$ cat src/rtl/mux_seq_pkg.sv
// Shared types for the mux_seq block:
// FSM state encoding and mode constants.
package mux_seq_pkg;

  typedef enum logic [0:0] {
    IDLE = 1'b0,
    RUN  = 1'b1
  } state_e;

  localparam logic MODE_MANUAL = 1'b0;
  localparam logic MODE_AUTO   = 1'b1;

endpackage

$ cat src/rtl/mux_n.sv
// Combinational N:1 channel selector.
// data_i: flattened channels, idx_i: channel index, data_o: selected channel.
module mux_n
  import mux_seq_pkg::*;
#(
  parameter  int WIDTH  = 4,
  parameter  int NUM_IN = 2,
  localparam int SEL_W  = $clog2(NUM_IN)
) (
  input  logic [NUM_IN*WIDTH-1:0] data_i,
  input  logic [SEL_W-1:0]        idx_i,
  output logic [WIDTH-1:0]        data_o
);

  // An index past the last channel yields zero.
  always_comb begin
    data_o = '0;
    for (int i = 0; i < NUM_IN; i++) begin
      if (idx_i == SEL_W'(i)) begin
        data_o = data_i[i*WIDTH +: WIDTH];
      end
    end
  end

endmodule

$ cat src/rtl/mux_seq.sv
// Registered channel mux with manual select and auto-sequence modes.
// Ports: clk, reset_n, mux_in, mode, sel, start, hold -> mux_out,
// out_valid, cur_sel, busy, done.
module mux_seq
  import mux_seq_pkg::*;
#(
  parameter  int WIDTH  = 4,
  parameter  int NUM_IN = 2,
  localparam int SEL_W  = $clog2(NUM_IN)
) (
  input  logic                    clk,
  input  logic                    reset_n,
  input  logic [NUM_IN*WIDTH-1:0] mux_in,
  input  logic                    mode,
  input  logic [SEL_W-1:0]        sel,
  input  logic                    start,
  input  logic                    hold,
  output logic [WIDTH-1:0]        mux_out,
  output logic                    out_valid,
  output logic [SEL_W-1:0]        cur_sel,
  output logic                    busy,
  output logic                    done
);

  localparam logic [SEL_W:0]   NUM_W = (SEL_W+1)'(NUM_IN);
  localparam logic [SEL_W-1:0] LAST  = SEL_W'(NUM_IN - 1);

  state_e           state_q, state_d;
  logic [SEL_W-1:0] idx_q, idx_d;
  logic [WIDTH-1:0] out_q, out_d;
  logic [SEL_W-1:0] cur_q, cur_d;
  logic             valid_q, valid_d;
  logic             busy_q, busy_d;
  logic             done_q, done_d;
  logic             armed_q;

  logic [SEL_W-1:0] mux_idx;
  logic [WIDTH-1:0] mux_sel;
  logic             sel_ok;

  // RUN walks the internal index; IDLE follows the manual select.
  assign mux_idx = (state_q == RUN) ? idx_q : sel;
  assign sel_ok  = {1'b0, sel} < NUM_W;

  mux_n #(
    .WIDTH  (WIDTH),
    .NUM_IN (NUM_IN)
  ) u_mux (
    .data_i (mux_in),
    .idx_i  (mux_idx),
    .data_o (mux_sel)
  );

  always_comb begin
    state_d = state_q;
    idx_d   = idx_q;
    out_d   = out_q;
    cur_d   = cur_q;
    valid_d = 1'b0;
    busy_d  = busy_q;
    done_d  = 1'b0;
    unique case (1'b1)
      (state_q == IDLE): begin
        if (mode == MODE_MANUAL) begin
          if (sel_ok) begin
            out_d   = mux_sel;
            cur_d   = sel;
            valid_d = 1'b1;
          end
        end else if (start && armed_q) begin
          state_d = RUN;
          idx_d   = '0;
          busy_d  = 1'b1;
        end
      end
      (state_q == RUN): begin
        if (!hold) begin
          out_d   = mux_sel;
          cur_d   = idx_q;
          valid_d = 1'b1;
          if (idx_q == LAST) begin
            state_d = IDLE;
            busy_d  = 1'b0;
            done_d  = 1'b1;
          end else begin
            idx_d = idx_q + SEL_W'(1);
          end
        end
      end
      default: state_d = IDLE;
    endcase
  end

  // armed_q masks start on the edge that releases reset, so a start
  // pulse racing the reset release can never launch a sequence.
  always_ff @(posedge clk or negedge reset_n) begin
    if (!reset_n) begin
      state_q <= IDLE;
      idx_q   <= '0;
      out_q   <= '0;
      cur_q   <= '0;
      valid_q <= 1'b0;
      busy_q  <= 1'b0;
      done_q  <= 1'b0;
      armed_q <= 1'b0;
    end else begin
      state_q <= state_d;
      idx_q   <= idx_d;
      out_q   <= out_d;
      cur_q   <= cur_d;
      valid_q <= valid_d;
      busy_q  <= busy_d;
      done_q  <= done_d;
      armed_q <= 1'b1;
    end
  end

  assign mux_out   = out_q;
  assign out_valid = valid_q;
  assign cur_sel   = cur_q;
  assign busy      = busy_q;
  assign done      = done_q;

endmodule

$ cat config.mk
export PLATFORM = sky130hd
export DESIGN_NAME = mux_seq
export DESIGN_NICKNAME = d
export VERILOG_FILES = /design/src/rtl/mux_seq_pkg.sv /design/src/rtl/mux_n.sv /design/src/rtl/mux_seq.sv
export SDC_FILE = /design/constraint.sdc
export NUM_CORES = 1
export LEC_CHECK = 0
export ABC_AREA = 1
export BUFFER_PORTS_ARGS = -buffer_cell sky130_fd_sc_hd__buf_2
export CAP_MARGIN = 15
export CORE_ASPECT_RATIO = 0.9
export CORE_MARGIN = 4
export CORE_UTILIZATION = 30
export DETAILED_ROUTE_END_ITERATION = 8
export GPL_TIMING_DRIVEN = 0
export PLACE_DENSITY = 0.57
export SYNTH_ARGS = -nofsm -noshare
export SYNTH_HDL_FRONTEND = slang
export SYNTH_SLANG_ARGS = --single-unit
$ cat constraint.sdc
create_clock -name clk -period 2.69 [get_ports clk]
set_clock_uncertainty 0.1 [all_clocks]
set_input_delay 0.6725 -clock clk [delete_from_list [all_inputs] [get_ports clk]]
set_output_delay 0.6725 -clock clk [all_outputs]
set_load 0.02 [all_outputs]
==> results.yml, run 1 <==
setup_path:
  cp.buffers_inverters: 1
  arrival_ns: 0.81
  start_kind: "flop"
  cp-end-kind: "output port"
  critical-path-top-delay-family: "flip-flops"
  critPathMaxStageDelay_ns: 0.38
  crit_type: "reg2out"
  cp_slowest_cell: "dfrtp_1"
  crit_chain: "buf_2"
  cp.required_ns: 1.92
  crit_fanout: 2
route:
  vias: 471
  vias_per_cell: 4.026
  drt-wirelength-per-cell_um: 9.188
  routed_wl_um: 1075
  drt_iter0_markers: 7
  first_pass_iters: 4
  drtAntennaViolNets: 0
  drc_errors: 0
logic_synthesis:
  syn_avg_cell_area_um2: 8.133
  postSynthNetCount: 82
  syn-cell-area_um2: 553.0
  yosysSeqAreaShare_pct: 49.77
  ys_seq_elements: 11
  synth_warnings: 0
  syn_inst: 68
  ys_types: 13
pwr:
  leakage_nw: 0.4299
  p_per_area_mw_per_mm2: 958.8
  vdd_drop_max_mv: 0.2803
clock_tree:
  cts_inserted_buffers: 3
  cts_resized: 0
  clkSinkCount: 11
  postCtsSetupRepairBufs: 0
  cts_tree: "done"
  clkTransAtPathRegs_ns: 0.07
  clockBufferDepth: 2
  clkLatencyLatePin_ns: 0.26
  cts-root-buf: "clkbuf_4"
  hold_buffers: 0
  ctsHtreeMaxLevel: 1
floorplanning:
  ios: 22
  start_util_pct: 32.22
  core_mm2: 0.001717
  fp.dieW_um: 53.26
  rows: 14
  die_h_um: 48.73
  die_area_mm2: 0.002595
timing:
  setup_slack_ns: 1.109
  tns_ns: 0
  hold_viol_final: 0
  grt_setup_unrepaired: "false"
  timing.fmax_ghz: 0.6326
  period_needed_ns: 1.581
  setup_viol: 0
  finalCritPeriodShare_pct: 58.76
  whs_ns: 0.1644
  slew_viol_final: 0
finish:
  diodes: 0
  most-common-layout-cells: "nand2_1, buf_2, dfrtp_1"
  nets: 108
  drive_gt1_share_pct: 38.71
  final_common_cell: "nand2_1"
  synthToLayoutAreaGrowth_pct: 29.19
flow_run:
  drv_cap: 0
worst_hold_path:
  min_path_type: "in2async"
placement:
  place.gp.congestion: 0.7165
  hpwl_um: 863
  preCtsSetupSlack_ns: 1.218
  io_buffers: 21
grt:
  grt_max_degree: 12
  antenna_found_initial: 0
  track_usage_pct: 9.624
  grt_pass1_vias: 412
  grt_first_pass_wirelength_um: 1759
  overflow: 0
run_status:
  status: "finished, final reports clean"
report_power, final:
group          switching (mW)  internal (mW)
Sequential             0.0325          0.230
Clock                  0.0509         0.0573
Combinational           0.203          0.112
worst paths after layout:
check	cells after the start	startpoint	to	slack, ns
hold / removal	1	reset_n	busy$_DFFE_PN0P_	0.16
setup / recovery	1	busy$_DFFE_PN0P_	busy	1.11
hold reg to reg	2	cur_sel$_DFFE_PN0P_	cur_sel$_DFFE_PN0P_	0.37
min in group clk	2	cur_sel$_DFFE_PN0P_	cur_sel$_DFFE_PN0P_	0.37
max in group asynchronous	1	reset_n	mux_out[1]$_DFFE_PN0P_	2.12
setup reg to reg	5	state_q$_DFF_PN0_	mux_out[3]$_DFFE_PN0P_	1.55
synth_stat cells:
library cell,instances,area share (%)
inv_4,2,2.3
dfrtp_1,11,50
o21ai_4,1,2.9
inv_1,6,4.1
nand2_2,1,1.1
nand2_4,3,6.1
nand2_1,25,17
conb_1,1,0.68
nor2_1,3,2.0
nand4_1,1,1.1
buf_6,1,2.0
inv_2,4,2.7
nand3_1,9,8.1
flip-flops by register name, indices dropped and copies added (netlist names):
signal	flops
mux_out	4
done	1
armed_q	1
state_q	1
busy	1
out_valid	1
cur_sel	1
idx_q	1
logic make-up after synthesis:
| family | after synthesis | synth area share, % |
|---|---|---|
| and+or+nand+nor | 42 | 35.52 |
| buffers and inverters | 13 | 11.08 |
| DFF | 11 | 49.77 |
| AOI/OAI and AO/OA | 1 | 2.942 |
| other | 1 | 0.6781 |
routing by layer:
| metal | track usage, % | routed length (um) | vias up |
|---|---|---|---|
| met2 | 13.88 | 523 | 12 |
| met5 | 0 | 0 | - |
| li1 | - | - | 255 |
| met1 | 10.80 | 448 | 202 |
| met3 | 4.908 | 83 | 2 |
| met4 | 6.383 | 19 | 0 |
cell type report:
class,instances,area [um^2]
buffer,1,11.26
clock buffer,4,26.28
fill,193,1002
inverter,12,50.05
multi-input combinational,44,216.5
sequential,11,275.3
tap,24,30.03
timing repair buffer,21,105.1
worst reg2reg max path: stages, from the launching register on:
cell	delay, ns
dfrtp_1	0.37
buf_6	0.14
o21ai_4	0.23
inv_4	0.08
nand2_1	0.06
nand2_1	0.05
through the flow:
step | instances | util [%] | cell area (um^2) | power, mW
after floorplan | 68 | - | 553.0 | 0.4905
final | 117 | 41.62 | 714.4 | 0.6850
after global routing | 117 | 41.62 | 714.4 | 0.7491
after global placement | 113 | 40.09 | 688.2 | 0.5827
after detailed placement | 113 | 40.09 | 688.2 | 0.5860
after CTS | 117 | 41.62 | 714.4 | 0.7002
Power figures use the tool's default switching activity.
==> inputs of run 2 (changes only) <==
==> constraint.sdc (replaced) <==
create_clock -name clk -period 1.66 [get_ports clk]
set_clock_uncertainty 0.1 [all_clocks]
set_input_delay 0.415 -clock clk [delete_from_list [all_inputs] [get_ports clk]]
set_output_delay 0.415 -clock clk [all_outputs]
set_load 0.02 [all_outputs]
==> results.yml, run 2 (same netlist as run 1, synthesis figures left out) <==
finish:
  synthToLayoutAreaGrowth_pct: 31.00
  drive_gt1_share_pct: 38.30
  final_common_cell: "nand2_1"
  final_cells: 118
  largest_register_ffs: 4
  postLayoutCoreUtil_pct: 42.20
  nets: 109
  most-common-layout-cells: "nand2_1, buf_2, dfrtp_1"
  diodes: 0
route:
  drt-wirelength-per-cell_um: 9.212
  vias_per_cell: 4.025
  first_pass_iters: 4
  drtAntennaViolNets: 0
  vias: 475
  drc_errors: 0
  routed_wl_um: 1087
  drt_iter0_markers: 8
grt:
  grt_max_degree: 12
  met3_usage_pct: 4.908
  grt_first_pass_wirelength_um: 1787
  grt-busiest-layer: "met2"
  grt_util_met2_pct: 14.29
  track_usage_pct: 9.747
  antenna_found_initial: 0
  grt_pass1_vias: 424
  grt_use_met1_pct: 10.80
  overflow: 0
setup_path:
  crit_fanout: 2
  reg2reg_depth: 5
  cp-end-kind: "output port"
  worstSetupPathDepth: 1
  critPathMaxStageDelay_ns: 0.38
  worstReg2RegStart: "state_q$_DFF_PN0_"
  cp.buffers_inverters: 1
  arrival_ns: 0.81
  cp.required_ns: 1.14
  cp_slowest_cell: "dfrtp_1"
  crit_chain: "buf_2"
  critical-path-top-delay-family: "flip-flops"
  start_kind: "flop"
  rrSetupSlack_ns: 0.52
  crit_type: "reg2out"
  reg2reg_to: "mux_out[3]$_DFFE_PN0P_"
run_status:
  status: "finished, final reports clean"
worst_hold_path:
  hold-path-cell-count: 2
  hold_end: "done$_DFF_PN0_"
  min_path_type: "in2reg"
  hold_start: "hold"
floorplanning:
  rows: 14
  ios: 22
  die_h_um: 48.73
  die_area_mm2: 0.002595
  fp.dieW_um: 53.26
  core_mm2: 0.001717
  start_util_pct: 32.22
clock_tree:
  ctsHtreeMaxLevel: 1
  cts_tree: "done"
  clkLatencyLatePin_ns: 0.26
  cts-root-buf: "clkbuf_4"
  postCtsSetupRepairBufs: 0
  cts_inserted_buffers: 3
  clkSinkCount: 11
  clkTransAtPathRegs_ns: 0.07
  clockBufferDepth: 2
timing:
  period_needed_ns: 1.323
  grt_setup_unrepaired: "false"
  setup_slack_ns: 0.3368
  setup_viol: 0
  timing.fmax_ghz: 0.7557
  finalCritPeriodShare_pct: 79.71
  hold_viol_final: 0
  slew_viol_final: 0
  tns_ns: 0
pwr:
  power.total_mw: 1.112
  vdd_drop_max_mv: 0.4543
  p_per_area_mw_per_mm2: 1535
  leakage_nw: 0.4341
placement:
  preCtsSetupSlack_ns: 0.4460
  hpwl_um: 863
  place.gp.congestion: 0.7165
  io_buffers: 21
  dpl.cell_count: 113
flow_run:
  drv_cap: 0
-- run 2: worst max path at each step --
stage,startpoint,to,slack (ns)
final,busy$_DFFE_PN0P_,busy,0.34
after global routing,mux_out[1]$_DFFE_PN0P_,mux_out[1],0.29
after CTS,busy$_DFFE_PN0P_,busy,0.32
after detailed placement,mode,mux_out[3]$_DFFE_PN0P_,0.45
after global placement,mode,mux_out[3]$_DFFE_PN0P_,0.45
after floorplan,state_q$_DFF_PN0_,mux_out[0]$_DFFE_PN0P_,0.60
-- run 2: final cells by class --
class | count | area [um^2]
Clock buffer | 4 | 26.28
Tap cell | 24 | 30.03
Multi-Input combinational cell | 44 | 216.5
Inverter | 12 | 50.05
Fill cell | 192 | 992.2
Sequential cell | 11 | 275.3
Timing Repair Buffer | 22 | 115.1
Buffer | 1 | 11.26
-- run 2: metal layers --
| layer | part of all wire [%] | wire, um |
|---|---|---|
| met2 | 49 | 532 |
| met1 | 42 | 453 |
| met3 | 7.5 | 81 |
| met5 | 0 | 0 |
| met4 | 1.7 | 19 |
-- run 2: per-stage QoR --
step / area (um^2) / hold WS, ns
2_1_floorplan: 553.0 / 0.01941
5_1_grt: 724.4 / 0.2240
3_5_place_dp: 688.2 / 0.1991
3_3_place_gp: 688.2 / 0.1982
6_report: 724.4 / 0.2271
4_1_cts: 724.4 / 0.2137
-- run 2: what timing repair did --
action / CTS / global route
hold endpoints to repair: 11 / 0
hold buffers: 1 / 0
resized for setup: 0 / 0
-- run 2: power by group --
| part | total, mW | internal [mW] | switching (mW) |
|---|---|---|---|
| sequential | 0.425 | 0.372 | 0.0527 |
| combinational | 0.511 | 0.182 | 0.329 |
| clock | 0.175 | 0.0929 | 0.0825 |
| total | 1.11 | 0.648 | 0.464 |
==> inputs of run 3 (changes only) <==
--- a/config.mk
+++ b/config.mk
@@ -13,7 +13,7 @@
 export CORE_UTILIZATION = 30
 export DETAILED_ROUTE_END_ITERATION = 8
 export GPL_TIMING_DRIVEN = 0
-export PLACE_DENSITY = 0.57
+export PLACE_DENSITY = 0.59
 export SYNTH_ARGS = -nofsm -noshare
 export SYNTH_HDL_FRONTEND = slang
 export SYNTH_SLANG_ARGS = --single-unit
==> constraint.sdc (replaced) <==
create_clock -name clk -period 1.12 [get_ports clk]
set_clock_uncertainty 0.1 [all_clocks]
set_input_delay 0.28 -clock clk [delete_from_list [all_inputs] [get_ports clk]]
set_output_delay 0.28 -clock clk [all_outputs]
set_load 0.02 [all_outputs]
==> results.yml, run 3 (same netlist as run 1, synthesis figures left out) <==
floorplanning:
  rows: 14
  die_area_mm2: 0.002595
  die_h_um: 48.73
  core_mm2: 0.001717
  ios: 22
  fp.dieW_um: 53.26
  start_util_pct: 32.22
finish:
  synthToLayoutAreaGrowth_pct: 46.38
  largest_register_ffs: 4
  final_common_cell: "nand2_1"
  fillers: 182
  diodes: 0
  drive_gt1_share_pct: 41.84
  nets: 113
  most-common-layout-cells: "nand2_1, buf_2, dfrtp_1"
timing:
  setup_viol: 13
  grt_setup_unrepaired: "true"
  slew_viol_final: 0
  period_needed_ns: 1.175
  finalCritPeriodShare_pct: 104.9
  tns_ns: -0.4343
  timing.fmax_ghz: 0.8510
  hold_viol_final: 0
  setup_slack_ns: -0.05509
setup_path:
  critPathMaxStageDelay_ns: 0.40
  cp.required_ns: 0.74
  arrival_ns: 0.80
  crit_fanout: 2
  cp.buffers_inverters: 1
  crit_type: "reg2out"
  crit_chain: "buf_6"
  critical-path-top-delay-family: "flip-flops"
  start_kind: "flop"
  cp_slowest_cell: "dfrtp_1"
  cp-end-kind: "output port"
grt:
  grt_max_degree: 12
  overflow: 0
  grt_pass1_vias: 395
  grt_first_pass_wirelength_um: 1759
  antenna_found_initial: 0
  track_usage_pct: 9.377
pwr:
  p_per_area_mw_per_mm2: 2403
  p_clk_share_pct: 13.7
  power.internal_mw: 1.189
  power.total_mw: 1.945
  leakage_nw: 0.4690
  p_comb_share_pct: 52.1
  swShare_pct: 38.89
  vdd_drop_max_mv: 0.8570
  seq_power_share_pct: 34.2
  switchingPower_mw: 0.7566
route:
  first_pass_iters: 4
  drc_errors: 0
  drt-wirelength-per-cell_um: 9.270
  drtAntennaViolNets: 0
  routed_wl_um: 1131
  vias: 498
  drt_iter0_markers: 11
  vias_per_cell: 4.082
clock_tree:
  clkTransAtPathRegs_ns: 0.07
  clkLatencyLatePin_ns: 0.26
  cts_tree: "done"
  ctsHtreeMaxLevel: 1
  clockBufferDepth: 2
  clkSinkCount: 11
  cts-root-buf: "clkbuf_4"
  cts_inserted_buffers: 3
placement:
  io_buffers: 21
  place.gp.congestion: 0.7412
  hpwl_um: 858.3
worst_hold_path:
  min_path_type: "in2reg"
flow_run:
  drv_cap: 0
run_status:
  status: "finished with violations"
  violations: "setup timing"
run 3: cell types whose count changed in the layout (fill, tap and decap cells not counted), sizes merged:
cell,before,now
buf,22,26
run 3: repair_timing:
| item | 4_1_cts | 5_1_grt |
|---|---|---|
| endpoints found under the hold margin | 11 | 0 |
| setup buffers | 1 | 3 |
| endpoints found under the setup margin | 13 | 15 |
| gates resized for setup | 16 | 1 |
| hold buffers | 1 | 0 |
run 3: worst paths after layout:
kind                                        start                     end  slack, ns  cells after the start
max                        mux_out[0]$_DFFE_PN0P_              mux_out[0]      -0.06                      1
min reg2reg                   cur_sel$_DFFE_PN0P_     cur_sel$_DFFE_PN0P_       0.40                      2
max reg2reg                     state_q$_DFF_PN0_  mux_out[2]$_DFFE_PN0P_      -0.03                      5
min in group asynchronous                 reset_n  mux_out[3]$_DFFE_PN0P_       0.31                      2
max in group asynchronous                 reset_n       state_q$_DFF_PN0_       0.41                      2
min                                          hold          done$_DFF_PN0_        0.1                      2
run 3: cell type report:
| type | count | area (um^2) | share of cell area (%) |
|---|---|---|---|
| flip-flops and latches | 11 | 275.3 | 34.00 |
| multi-input cells | 44 | 221.5 | 27.36 |
| repair buffers | 26 | 195.2 | 24.11 |
| inverters | 12 | 50.05 | 6.182 |
| well taps | 24 | 30.03 | 3.709 |
| clock buffers | 4 | 26.28 | 3.246 |
| plain buffers | 1 | 11.26 | 1.391 |
run 3: stage by stage:
stage	utilization, %	setup WS [ns]	cell area [um^2]	instances	hold slack (ns)
final	47.16	-0.05509	809.5	122	0.09756
after global routing	47.16	-0.1164	809.5	122	0.09690
after CTS	45.55	-0.07281	782.0	119	0.08621
after detailed placement	40.09	-0.03637	688.2	113	0.06422
after global placement	40.09	-0.02251	688.2	113	0.06353
after floorplan	-	0.06187	553.0	68	-0.1156
run 3: power by group through the flow:
stage | clock network (mW) | logic (mW) | registers (mW)
floorplan | 0 | 0.378 | 0.800
global placement | 0 | 0.763 | 0.637
detailed placement | 0 | 0.772 | 0.643
CTS | 0.282 | 0.944 | 0.665
global route | 0.311 | 1.10 | 0.683
finish | 0.267 | 1.01 | 0.665
run 3: layer usage:
metal	global-route usage [%]	up-vias	wire length (um)
met4	5.106	0	9
met5	0	-	0
met3	3.988	2	64
met2	12.86	12	552
li1	-	264	-
met1	12.12	220	504
